[config.mk]
export PLATFORM = sky130hd
export DESIGN_NAME = lbp_host_mem
export DESIGN_NICKNAME = d
export VERILOG_FILES = /design/src/rtl/lbp_host_mem.sv
export SDC_FILE = /design/constraint.sdc
export NUM_CORES = 1
export LEC_CHECK = 0
export ABC_AREA = 0
export BUFFER_PORTS_ARGS = -buffer_cell sky130_fd_sc_hd__buf_4
export CAP_MARGIN = 20
export CORE_MARGIN = 1
export CORE_UTILIZATION = 60
export DETAILED_ROUTE_END_ITERATION = 10
export PLACE_DENSITY_LB_ADDON = 0.05
export SKIP_CTS_REPAIR_TIMING = 1
export SLEW_MARGIN = 20
export SYNTH_ARGS = -nofsm -noshare
export SYNTH_HDL_FRONTEND = slang
export SYNTH_SLANG_ARGS = --single-unit
export TNS_END_PERCENT = 100
[constraint.sdc]
create_clock -name clk -period 5.31 [get_ports clk]
set_input_delay 1.062 -clock clk [delete_from_list [all_inputs] [get_ports clk]]
set_output_delay 1.062 -clock clk [all_outputs]
set_load 0.03 [all_outputs]
[src/rtl/lbp_host_mem.sv]
// Host-side responder for the LBP engine: loads an 8x8 image, serves gray reads,
// captures result writes and streams the 64-entry result store back out.
module lbp_host_mem #(
  parameter int IMG_W  = 8,
  parameter int DATA_W = 8,
  parameter int ADDR_W = 6
) (
  input  logic              clk,
  input  logic              reset,
  input  logic              in_valid,
  input  logic [DATA_W-1:0] in_data,
  output logic              in_ready,
  output logic              engine_start,
  input  logic              gray_req,
  input  logic [ADDR_W-1:0] gray_addr,
  output logic [DATA_W-1:0] gray_data,
  input  logic              lbp_write,
  input  logic [ADDR_W-1:0] lbp_addr,
  input  logic [DATA_W-1:0] lbp_data,
  input  logic              finish,
  output logic              out_valid,
  output logic [DATA_W-1:0] out_data,
  output logic              out_last,
  input  logic              out_ready,
  output logic [ADDR_W:0]   wr_count,
  output logic              done
);

  localparam int NPIX = IMG_W * IMG_W;
  localparam logic [ADDR_W-1:0] LAST_ADDR = ADDR_W'(NPIX - 1);
  localparam logic [ADDR_W:0]   MAX_COUNT = (ADDR_W + 1)'(NPIX);

  typedef enum logic [1:0] {LOAD, SERVE, DUMP, DONE} state_t;

  state_t            r_state;
  state_t            w_next;
  logic [ADDR_W-1:0] r_ldIdx;
  logic [ADDR_W-1:0] r_dumpIdx;
  logic [ADDR_W:0]   r_wrCount;
  logic [NPIX-1:0]   r_valid;
  logic              r_start;
  logic [DATA_W-1:0] r_img [NPIX];
  logic [DATA_W-1:0] r_res [NPIX];
  logic              w_loadAcc;
  logic              w_resWr;
  logic              w_dumpAcc;

  always_ff @(posedge clk) begin
    if (!reset) r_state <= LOAD;
    else        r_state <= w_next;
  end

  always_comb begin
    w_next = r_state;
    case (r_state)
      LOAD:    if (in_valid && r_ldIdx == LAST_ADDR) w_next = SERVE;
      SERVE:   if (finish) w_next = DUMP;
      DUMP:    if (out_ready && r_dumpIdx == LAST_ADDR) w_next = DONE;
      default: w_next = DONE;
    endcase
  end

  always_comb begin
    in_ready  = (r_state == LOAD);
    out_valid = (r_state == DUMP);
    done      = (r_state == DONE);
    w_loadAcc = in_ready && in_valid;
    w_resWr   = (r_state == SERVE) && lbp_write;
    w_dumpAcc = out_valid && out_ready;
  end

  always_ff @(posedge clk) begin
    if (!reset) begin
      r_ldIdx   <= '0;
      r_dumpIdx <= '0;
      r_wrCount <= '0;
      r_valid   <= '0;
      r_start   <= 1'b0;
    end else begin
      r_start <= w_loadAcc && (r_ldIdx == LAST_ADDR);
      if (w_loadAcc) r_ldIdx <= r_ldIdx + ADDR_W'(1);
      if (w_dumpAcc) r_dumpIdx <= r_dumpIdx + ADDR_W'(1);
      if (w_resWr) begin
        r_valid[lbp_addr] <= 1'b1;
        if (r_wrCount != MAX_COUNT) r_wrCount <= r_wrCount + (ADDR_W + 1)'(1);
      end
    end
  end

  // Storage arrays are not reset; result entries are qualified by r_valid.
  always_ff @(posedge clk) begin
    if (w_loadAcc) r_img[r_ldIdx] <= in_data;
    if (w_resWr)   r_res[lbp_addr] <= lbp_data;
  end

  assign engine_start = r_start;
  assign wr_count     = r_wrCount;
  assign gray_data    = ((r_state == SERVE) && gray_req) ? r_img[gray_addr] : '0;
  assign out_data     = r_valid[r_dumpIdx] ? r_res[r_dumpIdx] : '0;
  assign out_last     = out_valid && (r_dumpIdx == LAST_ADDR);

endmodule

==> metrics, run 1 <==
Fin Clk Skew 0.0246 ns; final hold violation count 0; ys flop type edfxtp_1; worst r2r dst r_res[62][6]$_DFFE_PP_; # DRC 0; TritonCTS Buffers 111; fmax 204 MHz; GRT Overall Usage 26.8%; Worst path most repeated cell buf_4; drt first pass iters 6; core area 70500 um2; # clock sinks 1116; Non-Filler Instances 3227; Clock transition at path regs 0.06 ns; max-slew violation count 0; max_slew headroom 21.6%; Post-synth EDFFs 1024; Iter 0 DRT Violations 2309; die width 270 um; global route overflow 0; minimum clock period 4.91 ns; Skew-Pair Late Insertion Delay 0.66 ns; unrepaired setup endpoints after global routing false; via count 21114; CP Capture Type primary output; worst hold path class reg -> reg; Netlist Area Pre-Place 43000 um2; diodes inserted 0; Yosys cell types 47; Reg2Reg Depth 4; vias in the first global route 21227; setup_tns 0 ns; RD Place Congestion 0.875; WP data required 4.25 ns; first-pass GRT wire length 142000 um; PD cells 368 nW/um2; Top-Level Pins 63; reg2reg start r_state[0]$_SDFFE_PN0P_; final layout net count 2229; status complete, no violations; startpoint types flop; Seq cells post-synth 1116; via/cell ratio 6.54; Synth warnings 0; CP Launch Point r_dumpIdx[2]$_SDFFE_PN0P_; I/O Buffers 62; Crit Path Class reg -> out; Filler Cells Inserted 4437; Cells after Synth 2108; most frequent cells in the layout 1024 x edfxtp_1, 268 x mux4_2, 157 x nor2_1; Area Growth Syn to Fin 11.7%; Die H 270 um; sequential area share after synthesis 75.8%; Clock Path Buffers 3; initial antenna violation count 1; CP cell instances buf_4 -> nor2b_1 -> a2111oi_0 -> o41ai_1 -> nor4_1 -> buf_4 -> nor3_1 -> buf_4; row count 97; Least-Margin Pin Slew 1.17 ns; syn avg cell area 20.4 um2; Final period util 92.4%; Final ANT Viol Nets 0; Placed Cells incl. Taps 3017; IR drop worst, VDD 0.256 mV; share of layout cells above drive strength 1 23.3%; CP max-delay cell dfxtp_1; CP peak stage delay 0.93 ns; Starting Density 61.0%; Worst R2R Setup Slack 1.95 ns; Syn Nets 2147; die area 72700 um2; most common cell after layout, fill and taps aside edfxtp_1; H-tree depth 3; final setup fails 0; Worst setup endpoint out_data[2]; ys async rst share 0%; Routed wire per std cell 29.6 um; TritonCTS clock tree yes; Max FO, Critical Path 21; placed wire-length estimate 56900 um; routed wire length 95700 um; maxcap violations 0; Leak 0.0150 uW; crit path DAT 3.84 ns; Root Buffer clkbuf_16; largest net degree at the start of global routing 66
kinds of logic (layout without fill, tap and decap cells):
group           Yosys count  count (layout)  synth area share [%]
flops                  1116            1116                  75.8
mux                     325             325                  15.6
simple gates            305             305                  3.30
compound gates          219             219                  3.65
buf+inv                 125             304                  1.25
xor+xnor                 14              14                 0.285
fa+ha+maj                 4               4                 0.116
Yosys cell counts (4+ instances only):
cell type,instances,area share (%)
nand2b_1,7,0.10
ha_1,4,0.12
xor2_1,8,0.16
nor2_1,159,1.4
edfxtp_1,1024,72
a2111oi_0,7,0.14
a211oi_1,4,0.070
mux4_2,268,14
inv_1,4,0.035
mux2i_1,43,1.0
dfxtp_1,92,4.3
nor4_1,12,0.17
nand3b_1,6,0.10
buf_1,18,0.16
a22oi_1,86,1.5
and2_1,5,0.073
mux2_1,9,0.24
o21a_1,64,1.1
clkbuf_1,65,0.57
xnor2_1,6,0.12
o211ai_1,6,0.10
a21oi_1,39,0.45
o22ai_1,4,0.058
buf_2,34,0.40
nor2b_1,24,0.35
nor3_1,12,0.14
nand2_1,34,0.30
mux4_1,5,0.31
nand3_1,24,0.28
or3_1,4,0.058
where the power goes:
group	switching (uW)	internal [uW]	leakage (uW)
Sequential	5.43	9600	0.00995
Clock	3170	4420	0.00176
Combinational	315	155	0.00332
Total	3490	14200	0.0150
critical path: cells and delay by family (launching register included):
family                 cells  cell delay (ns)
buffers and inverters      3             0.85
and+or+nand+nor            3             0.43
DFF                        1             0.93
AOI/OAI and AO/OA          2             0.98
layer usage:
layer | GRT usage, % | part of all wire [%] | vias up
met5 | 0 | 0 | -
met4 | 9.12 | 3.0 | 0
met3 | 3.48 | 6.9 | 170
met2 | 43.3 | 50 | 969
met1 | 38.4 | 41 | 11100
li1 | - | - | 8875
per-stage QoR:
| stage | hold WS [ns] | total power (uW) | area, um2 | setup slack, ns | util [%] |
|---|---|---|---|---|---|
| floorplan | 0.432 | 10000 | 43000 | 1.26 | - |
| global placement | 0.438 | 10200 | 44500 | 0.693 | 63.0 |
| detailed placement | 0.446 | 10300 | 44500 | 0.740 | 63.0 |
| CTS | 0.460 | 17800 | 48000 | 0.533 | 68.1 |
| global route | 0.468 | 18100 | 48000 | 0.353 | 68.1 |
| finish | 0.460 | 17700 | 48000 | 0.403 | 68.1 |
final cells by class:
cell class | count | area [um2] | area share (%)
Inverter | 4 | 15.0 | 0.0313
Sequential cell | 1116 | 32600 | 67.9
Tap cell | 940 | 1180 | 2.45
Multi-Input combinational cell | 867 | 9870 | 20.6
Clock buffer | 168 | 3230 | 6.72
Clock inverter | 42 | 335 | 0.698
Timing Repair Buffer | 90 | 795 | 1.65
state kept, by name, summed over array words and instances (netlist names), named ones only:
register	flops
engine_start	1
r_dumpIdx	6
r_state	2
r_ldIdx	6
r_img	512
r_res	512
wr_count	7
r_valid	64
worst min path at each step:
stage / from / to / slack (ns) / cells past startpoint
global placement: r_valid[3]$_SDFFE_PN0P_ / r_valid[3]$_SDFFE_PN0P_ / 0.44 / 1
CTS: r_valid[2]$_SDFFE_PN0P_ / r_valid[2]$_SDFFE_PN0P_ / 0.46 / 1
floorplan: r_valid[11]$_SDFFE_PN0P_ / r_valid[11]$_SDFFE_PN0P_ / 0.43 / 1
global route: r_valid[2]$_SDFFE_PN0P_ / r_valid[2]$_SDFFE_PN0P_ / 0.47 / 1
detailed placement: r_valid[2]$_SDFFE_PN0P_ / r_valid[2]$_SDFFE_PN0P_ / 0.45 / 1
finish: r_valid[2]$_SDFFE_PN0P_ / r_valid[2]$_SDFFE_PN0P_ / 0.46 / 1
(Power assumes the default switching activity.)
==> run 2: changes to the inputs <==
clock period = 4.86 ns   (was 5.31 ns; I/O delays follow)
==> metrics, run 2 (synthesized netlist as in run 1, its figures left out) <==
status complete, no violations; Skew-Pair Late Insertion Delay 0.65 ns; Least-Margin Pin Slew 1.08 ns; met3 Use GR 4.14%; core area 70500 um2; Fin Clk Skew 0.0200 ns; max_slew headroom 27.9%; H-tree depth 3; Placed Cells incl. Taps 3031; final core occ 68.5%; Worst setup endpoint out_data[7]; placed wire-length estimate 57700 um; Clock Path Buffers 3; GR Layer Usage met1 37.9%; Final period util 91.2%; setup_tns 0 ns; via/cell ratio 6.52; Worst R2R Setup Slack 1.54 ns; initial antenna violation count 0; most common cell after layout, fill and taps aside edfxtp_1; hold path depth 1; GRT Overall Usage 26.9%; Routed wire per std cell 29.7 um; # DRC 0; IR drop worst, VDD 0.340 mV; Starting Density 61.0%; fmax 226 MHz; Max FO, Critical Path 18; CP peak stage delay 0.66 ns; TritonCTS clock tree yes; unrepaired setup endpoints after global routing false; WP data required 3.89 ns; TritonCTS Buffers 109; Top-Level Pins 63; reg2reg start r_state[0]$_SDFFE_PN0P_; CP Capture Type primary output; Largest regs r_img x512, r_res x512, r_valid x64; CP Launch Point r_dumpIdx[1]$_SDFFE_PN0P_; global route hottest layer met2; Iter 0 DRT Violations 2241; minimum clock period 4.43 ns; RD Place Congestion 0.874; final hold violation count 0; max-slew violation count 0; I/O Buffers 62; crit path DAT 3.46 ns; via count 21084; first-pass GRT wire length 143000 um; Non-Filler Instances 3233; most frequent cells in the layout 1024 x edfxtp_1, 268 x mux4_2, 156 x nor2_1; routed wire length 96000 um; die area 72700 um2; # clock sinks 1116; maxcap violations 0; share of layout cells above drive strength 1 24.3%; final setup fails 0; Die H 270 um; drt first pass iters 5; global route overflow 0; vias in the first global route 21510; worst r2r dst r_img[46][1]$_DFFE_PP_; Reg2Reg Depth 5; final layout net count 2241; row count 97; Area Growth Syn to Fin 12.4%; worst hold path class reg -> reg; Worst path most repeated cell buf_4; CP max-delay cell a2111oi_4; die width 270 um; largest net degree at the start of global routing 66; PD cells 407 nW/um2; GRT met2 Usage 43.6%; Leak 0.0152 uW; Final ANT Viol Nets 0; Crit Path Class reg -> out; Clock transition at path regs 0.06 ns; Root Buffer clkbuf_16; CP cell instances buf_4 -> mux4_1 -> nor2b_1 -> a2111oi_0 -> a2111oi_4 -> nor3_1 -> buf_4; startpoint types flop
run 2: layout make-up:
cell class	count	area [um2]
Antenna cell	1	2.50
Clock buffer	135	2970
Clock inverter	66	739
Fill cell	4378	22200
Inverter	4	15.0
Multi-Input combinational cell	867	9870
Sequential cell	1116	32600
Tap cell	940	1180
Timing Repair Buffer	104	950
run 2: metrics by stage:
stage	hold slack (ns)	power [uW]	setup WS [ns]	cell area [um2]
finish	0.454	19700	0.429	48300
global route	0.474	20100	0.161	48300
CTS	0.458	19800	0.417	48300
detailed placement	0.445	11200	0.610	44600
global placement	0.440	11200	0.568	44600
floorplan	0.432	10900	0.989	43000
run 2: where the power goes:
| group | leakage, uW | switching [uW] | internal, uW |
|---|---|---|---|
| sequential | 0.00995 | 4.94 | 10500 |
| clock | 0.00181 | 3500 | 5170 |
| combinational | 0.00341 | 339 | 174 |
| total | 0.0152 | 3840 | 15800 |
run 2: worst min path at each step:
stage,slack (ns),startpoint,endpoint
6_report,0.45,r_valid[3]$_SDFFE_PN0P_,r_valid[3]$_SDFFE_PN0P_
5_1_grt,0.47,r_valid[61]$_SDFFE_PN0P_,r_valid[61]$_SDFFE_PN0P_
4_1_cts,0.46,r_valid[48]$_SDFFE_PN0P_,r_valid[48]$_SDFFE_PN0P_
3_5_place_dp,0.44,r_valid[3]$_SDFFE_PN0P_,r_valid[3]$_SDFFE_PN0P_
3_3_place_gp,0.44,r_valid[9]$_SDFFE_PN0P_,r_valid[9]$_SDFFE_PN0P_
2_1_floorplan,0.43,r_valid[11]$_SDFFE_PN0P_,r_valid[11]$_SDFFE_PN0P_
run 2: worst max-delay path: cells and delay by family, from the launching register on:
family	cells	cell delay (ns)
AOI/OAI and AO/OA	2	0.78
buffers and inverters	2	0.55
DFF	1	0.49
muxes	1	0.65
and+or+nand+nor	2	0.33
run 2: routing by layer:
layer,wire length (um),vias to the layer above
met1,38900,11124
met4,3490,0
met5,0,-
met2,47600,842
li1,-,8923
met3,6010,195
